### config.mk
export PLATFORM = sky130hd
export DESIGN_NAME = pipe_flow_ctrl
export DESIGN_NICKNAME = d
export VERILOG_FILES = /design/src/rtl/pipe_flow_ctrl.sv
export SDC_FILE = /design/constraint.sdc
export NUM_CORES = 1
export LEC_CHECK = 0
export ABC_CLOCK_PERIOD_IN_PS = 2600
export BUFFER_PORTS_ARGS = -buffer_cell sky130_fd_sc_hd__buf_2
export CORE_ASPECT_RATIO = 1.25
export CORE_MARGIN = 2
export CORE_UTILIZATION = 46
export DETAILED_ROUTE_END_ITERATION = 10
export PLACE_DENSITY = 0.8
export SYNTH_ARGS = -nofsm -noshare
export SYNTH_HDL_FRONTEND = slang
export SYNTH_SLANG_ARGS = --single-unit
export TNS_END_PERCENT = 5
### constraint.sdc
create_clock -name clk -period 2.6 [get_ports clk]
set_clock_uncertainty 0.2 [all_clocks]
set_input_delay 0.26 -clock clk [delete_from_list [all_inputs] [get_ports clk]]
set_output_delay 0.26 -clock clk [all_outputs]
set_load 0.02 [all_outputs]
### src/rtl/pipe_flow_ctrl.sv
// Pipeline flow controller: stall merge, exception/eret flush sequencing, stall watchdog.
// Optional performance counters are enabled by defining PIPE_FLOW_CTRL_PERF_EN.
module pipe_flow_ctrl #(
  parameter logic [31:0] EXC_VECTOR    = 32'h0000_0020,
  parameter int unsigned STALL_TIMEOUT = 1024,
  parameter int unsigned CNT_W         = 16
) (
  input  logic        clk,
  input  logic        rst,
  input  logic        stallreq_id_i,
  input  logic        stallreq_ex_i,
  input  logic        stallreq_mem_i,
  input  logic [31:0] excepttype_i,
  input  logic [31:0] cp0_epc_i,
  output logic [5:0]  stall_o,
  output logic        flush_o,
  output logic [31:0] new_pc_o,
  output logic        stall_timeout_o
`ifdef PIPE_FLOW_CTRL_PERF_EN
  ,
  output logic [31:0] perf_stall_cycles_o,
  output logic [31:0] perf_flush_cnt_o,
  output logic [15:0] perf_eret_cnt_o
`endif
);

  localparam logic [31:0]      ERET_CODE  = 32'h0000_000e;
  localparam logic [CNT_W-1:0] TIMEOUT_C  = CNT_W'(STALL_TIMEOUT);
  localparam logic [CNT_W-1:0] TIMEOUT_M1 = CNT_W'(STALL_TIMEOUT - 1);

  typedef enum logic {
    ST_RUN   = 1'b0,
    ST_FLUSH = 1'b1
  } state_t;

  state_t           r_state;
  logic             r_flush;
  logic [31:0]      r_new_pc;
  logic [CNT_W-1:0] r_stall_cnt;
  logic             r_stall_timeout;

  logic             w_exc;
  logic             w_eret;
  logic [5:0]       w_stall;
  logic             w_stalling;

  assign w_exc  = |excepttype_i;
  assign w_eret = (excepttype_i == ERET_CODE);

  // An exception (or the flush cycle itself) overrides every stall request.
  always_comb begin
    w_stall = 6'b000000;
    if (rst && (r_state == ST_RUN) && !w_exc) begin
      if (stallreq_mem_i)     w_stall = 6'b011111;
      else if (stallreq_ex_i) w_stall = 6'b001111;
      else if (stallreq_id_i) w_stall = 6'b000111;
    end
  end

  assign w_stalling = |w_stall;

  always_ff @(posedge clk or negedge rst) begin
    if (!rst) begin
      r_state  <= ST_RUN;
      r_flush  <= 1'b0;
      r_new_pc <= 32'h0;
    end else if (r_state == ST_RUN) begin
      if (w_exc) begin
        r_state  <= ST_FLUSH;
        r_flush  <= 1'b1;
        r_new_pc <= w_eret ? cp0_epc_i : EXC_VECTOR;
      end
    end else begin
      // Exceptions arriving during the flush cycle are dropped.
      r_state <= ST_RUN;
      r_flush <= 1'b0;
    end
  end

  always_ff @(posedge clk or negedge rst) begin
    if (!rst) begin
      r_stall_cnt     <= '0;
      r_stall_timeout <= 1'b0;
    end else if (!w_stalling) begin
      r_stall_cnt <= '0;
    end else if (r_stall_cnt != TIMEOUT_C) begin
      r_stall_cnt <= r_stall_cnt + 1'b1;
      if (r_stall_cnt == TIMEOUT_M1) r_stall_timeout <= 1'b1;
    end
  end

`ifdef PIPE_FLOW_CTRL_PERF_EN
  logic [31:0] r_perf_stall;
  logic [31:0] r_perf_flush;
  logic [15:0] r_perf_eret;

  always_ff @(posedge clk or negedge rst) begin
    if (!rst) begin
      r_perf_stall <= 32'h0;
      r_perf_flush <= 32'h0;
      r_perf_eret  <= 16'h0;
    end else begin
      if (w_stalling) r_perf_stall <= r_perf_stall + 32'd1;
      if ((r_state == ST_RUN) && w_exc) begin
        r_perf_flush <= r_perf_flush + 32'd1;
        if (w_eret) r_perf_eret <= r_perf_eret + 16'd1;
      end
    end
  end

  assign perf_stall_cycles_o = r_perf_stall;
  assign perf_flush_cnt_o    = r_perf_flush;
  assign perf_eret_cnt_o     = r_perf_eret;
`endif

  assign stall_o         = w_stall;
  assign flush_o         = r_flush;
  assign new_pc_o        = r_new_pc;
  assign stall_timeout_o = r_stall_timeout;

endmodule

# Yosys cells after proc, flatten, opt, wreduce, memory -nomap -nowiden
# Cells that the tools add are included.
# word_totals
latch_bits,0
out_inout_bits,40
n_memories,0
reg_bits,51
ramBits,0
rom_bits,0
# op_classes
multipliers,0
n_div,0
order_cmp,0
reduce_logical,8
n_addsub,1
n_mux,11
n_bitwise,1
n_eq_ne,4
shifts,0
# ops
cell,n
"== test 32 x 4 -> 1 bit, second input constant",1
two-way mux 16 bit,2
two-way mux 32 bit,1
OR reduction 32 bit,1
"adder 16 x 1 -> 16 bit, second input constant",1
"== test 16 x 10 -> 1 bit, second input constant",1
"inequality test 16 x 11 -> 1 bit, second input constant",1
two-way mux 6 bit,1
OR reduction 6 bit,1
two-way mux 5 bit,1
two-way mux 1 bit,4
two-way mux 4 bit,1
two-way mux 3 bit,1
AND reduction 3 bit,1
logical AND 1 bit,2
"inequality test 2 x 1 -> 1 bit, second input constant",1
AND reduction 2 bit,1
nonzero test 2 bit,1
logical NOT 1 bit,1
NOT 1 bit,1

# Longest topological paths before layout
# depth
ltp_word,6
ltp_mapped,7

# Worst setup path after synthesis
# Ideal clock, no wire load.
# synth_timing
path_kind,input to output
start,in excepttype_i[0]
end,out stall_o[1]
stages,7
setup_slack_ps,304
required_ps,2140
arrival_time_ps,1836
path_cell_list,nor4_1 -> nand4_1 -> or4b_1 -> buf_2 -> buf_2 -> inv_2 -> buf_4
# synth_between
elab_chain_len,4
# synth_rtl
item,line_no,rtl
from (decl),13,"input logic [31:0] excepttype_i,"
OR reduction 32 bit,47,assign w_exc = |excepttype_i;
logical NOT 1 bit,53,if (rst && (r_state == ST_RUN) && !w_exc) begin
logical AND 1 bit,53,
two-way mux 6 bit,53,
to (decl),15,"output logic [5:0] stall_o,"
# Every way passes these cells.

# Worst setup path in the final report
# layout_timing
start,in rst
end,out stall_o[1]
# layout_between
elab_chain_len,3
# layout_rtl
item,line_no,rtl
from (decl),9,"input logic rst,"
logical AND 1 bit (2 in a row),53,
two-way mux 6 bit,53,
# Every way passes these cells.

==> results.cfg <==
[outcome]
status = finished clean

[clocking]
cts_htree_levels = 2
cts_tree = done
cts_buffers = 5
cts_root_buf = clkbuf_8
clock_latency_ns = 0.31
clk_pin_slew_worst_paths_ns = 0.10
cts_setup_buffers = 0
cts-hold-fix-buffers = 32
ctsResizeCount = 0
clock_sinks = 51
cts_buffer_depth = 2

[worst_setup_path]
path_class = in -> out
cp-startpoint = rst
cp-start-kind = primary input
cp_common_cell = buf_2
crit_chain = dlygate4sd3_1 -> buf_2 -> nand2b_1 -> nor2_1 -> or4b_1 -> inv_2 -> buf_2
worstRegToRegCells = 5
max_stage_delay_ns = 0.56
crit_end = stall_o[1]
worstPathRequired_ns = 2.14
slowest_stage = or4b_1
cp-end-kind = primary output
cpLargestDelayFamily = buffers and inverters
r2r_slack_ns = 0.64
worstReg2RegEnd = r_stall_cnt[0]
path_depth = 7
worst-path-buf-inv = 4
arrival_ns = 1.91
r2r-start = r_state
critPathMaxFanout = 3

[detailed_routing]
dr.pass1.iters = 4
via_per_inst = 5.328
drc = 0
dr_total_vias = 2126
postRouteAntennaNets = 0
wl_per_cell_um = 15.04
drt_iter0_markers = 111
routed_wl_um = 6000

[synthesis]
synth_cells = 200
synth_ff_type = dfrtp_1
yosysMostFrequentCell = dfrtp_1
yosys_warnings = 0
synth.distinct_cells = 34
netlist_area_um2 = 2235
synth_edf_count = 0
yosys-top-cells-count = dfrtp_1, a22o_1, nor2_1, nor4_1
avgSynthCellArea_um2 = 11.17
async_flop_share_pct = 100.0
synth_top_area_share_pct = 57.11
synth.area.top_cells = dfrtp_1, a22o_1, nor4_1
synth_nets = 271
ys_ff_latch = 51
synth.largest_area_cell = dfrtp_1
ys_seq_area_share_pct = 57.11

[place]
dp.cells = 359
gp_congestion = 0.8299
post-dp-hpwl_um = 3897
post-place-ws_ns = 0.2445
portBuffers = 107
post_dp_cell_area_um2 = 2834

[grt]
antenna_found_initial = 0
grt_overflow = 0
grt_pass1_vias = 2149
grt_pass1_wl_um = 9735
grt_max_degree = 52
grt.total_usage_pct = 23.82

[sta]
hold_ws_ns = 0.007710
period_share_pct = 91.34
hold_viol = 0
setup_ws_ns = 0.2251
setup_viol = 0
slew_violations = 0
rsz0062_at_grt = no
min_period_ns = 2.375
max_freq_ghz = 0.4211
tns_ns = 0
relSlewSlack_pct = 59.35
worst-slew-pin-transition_ns = 0.6098

[pwr]
leakage_nw = 1.649
p_per_area_nw_per_um2 = 426.9
power_mw = 1.388
ir_drop_v = 0.0004036

[finish]
fin_area_um2 = 3251
final_nets = 409
antenna_cells = 0
postLayoutCoreUtil_pct = 69.24
final_layout_size_suffix_gt1_share_pct = 36.87
final_cells = 399
area_delta_synth_final_pct = 45.46

[floorplanning]
dieArea_um2 = 5435
die_x_um = 66.34
start_util_pct = 47.60
die_h_um = 81.93
rows = 28
core_um2 = 4695
pin_count = 109

[min_path]
hold_class = in -> reg
hold_start = cp0_epc_i[5]

[job]
max_cap_viol_count = 0
[worst reg2reg max path: stages, from the launching register on]
cell	delay [ns]
dfrtp_1	0.40
nand2b_1	0.18
nor2_1	0.11
or4b_1	0.56
buf_4	0.25
nor3_1	0.19
[state kept, by name, summed over array words and instances, names as in the netlist]
signal,cells
r_state,1
stall_timeout_o,1
flush_o,1
r_stall_cnt,16
new_pc_o,32
[worst min path at each step]
stage	to	slack, ns	cells after the start
after global routing	new_pc_o[5]	0.03	3
after floorplan	flush_o	-0.24	0
after CTS	new_pc_o[5]	0.003	3
after global placement	r_stall_cnt[4]	0.23	2
final	new_pc_o[5]	0.008	3
after detailed placement	flush_o	0.23	2
[layout by cell type, fill, tap and decap left out, types with 4 or more instances in the layout]
master	netlist	layout
buf_2	2	107
dfrtp_1	51	51
dlygate4sd3_1	0	32
a22o_1	31	31
nor2_1	16	16
nor4_1	11	11
inv_1	8	8
nand4_1	8	8
nor3_1	8	7
nand3_1	7	7
xor2_1	7	7
nand2_1	5	5
a21oi_1	5	5
clkbuf_8	0	5
buf_4	3	5
xnor2_1	4	4
[power by group]
part / switching [mW] / internal [mW] / leakage, nW / total (mW)
Combinational: 0.0426 / 0.0700 / 0.909 / 0.113
Clock: 0.283 / 0.200 / 0.0467 / 0.483
Sequential: 0.000000000387 / 0.793 / 0.693 / 0.793
Total: 0.326 / 1.06 / 1.65 / 1.39
[final cells by class]
type,instances,area (µm²)
clock buffers,5,68.82
clock inverters,3,27.53
fillers,337,1444
inverters,9,33.78
multi-input cells,127,875.8
flip-flops and latches,51,1276
well taps,60,75.07
repair buffers,144,893.4
[cells by family (layout without fill, tap and decap cells)]
logic type / after synthesis / count (layout) / synth area share [%]
AOI/OAI and AO/OA: 44 / 44 / 16.41
xor gates and xnor gates: 11 / 11 / 4.311
adders and majority gates: 2 / 2 / 1.120
buffers and inverters: 22 / 161 / 4.311
DFF: 51 / 51 / 57.11
other: 1 / 1 / 0.1678
and+or+nand+nor: 69 / 69 / 16.57
[per-layer routing]
layer | part of all wire (%) | GRT usage, %
met1 | 40 | 28.26
met2 | 53 | 40.80
met3 | 5.6 | 6.712
met4 | 1.5 | 9.388
met5 | 0 | 0
Note: power is estimated with default switching activity, not from simulation.
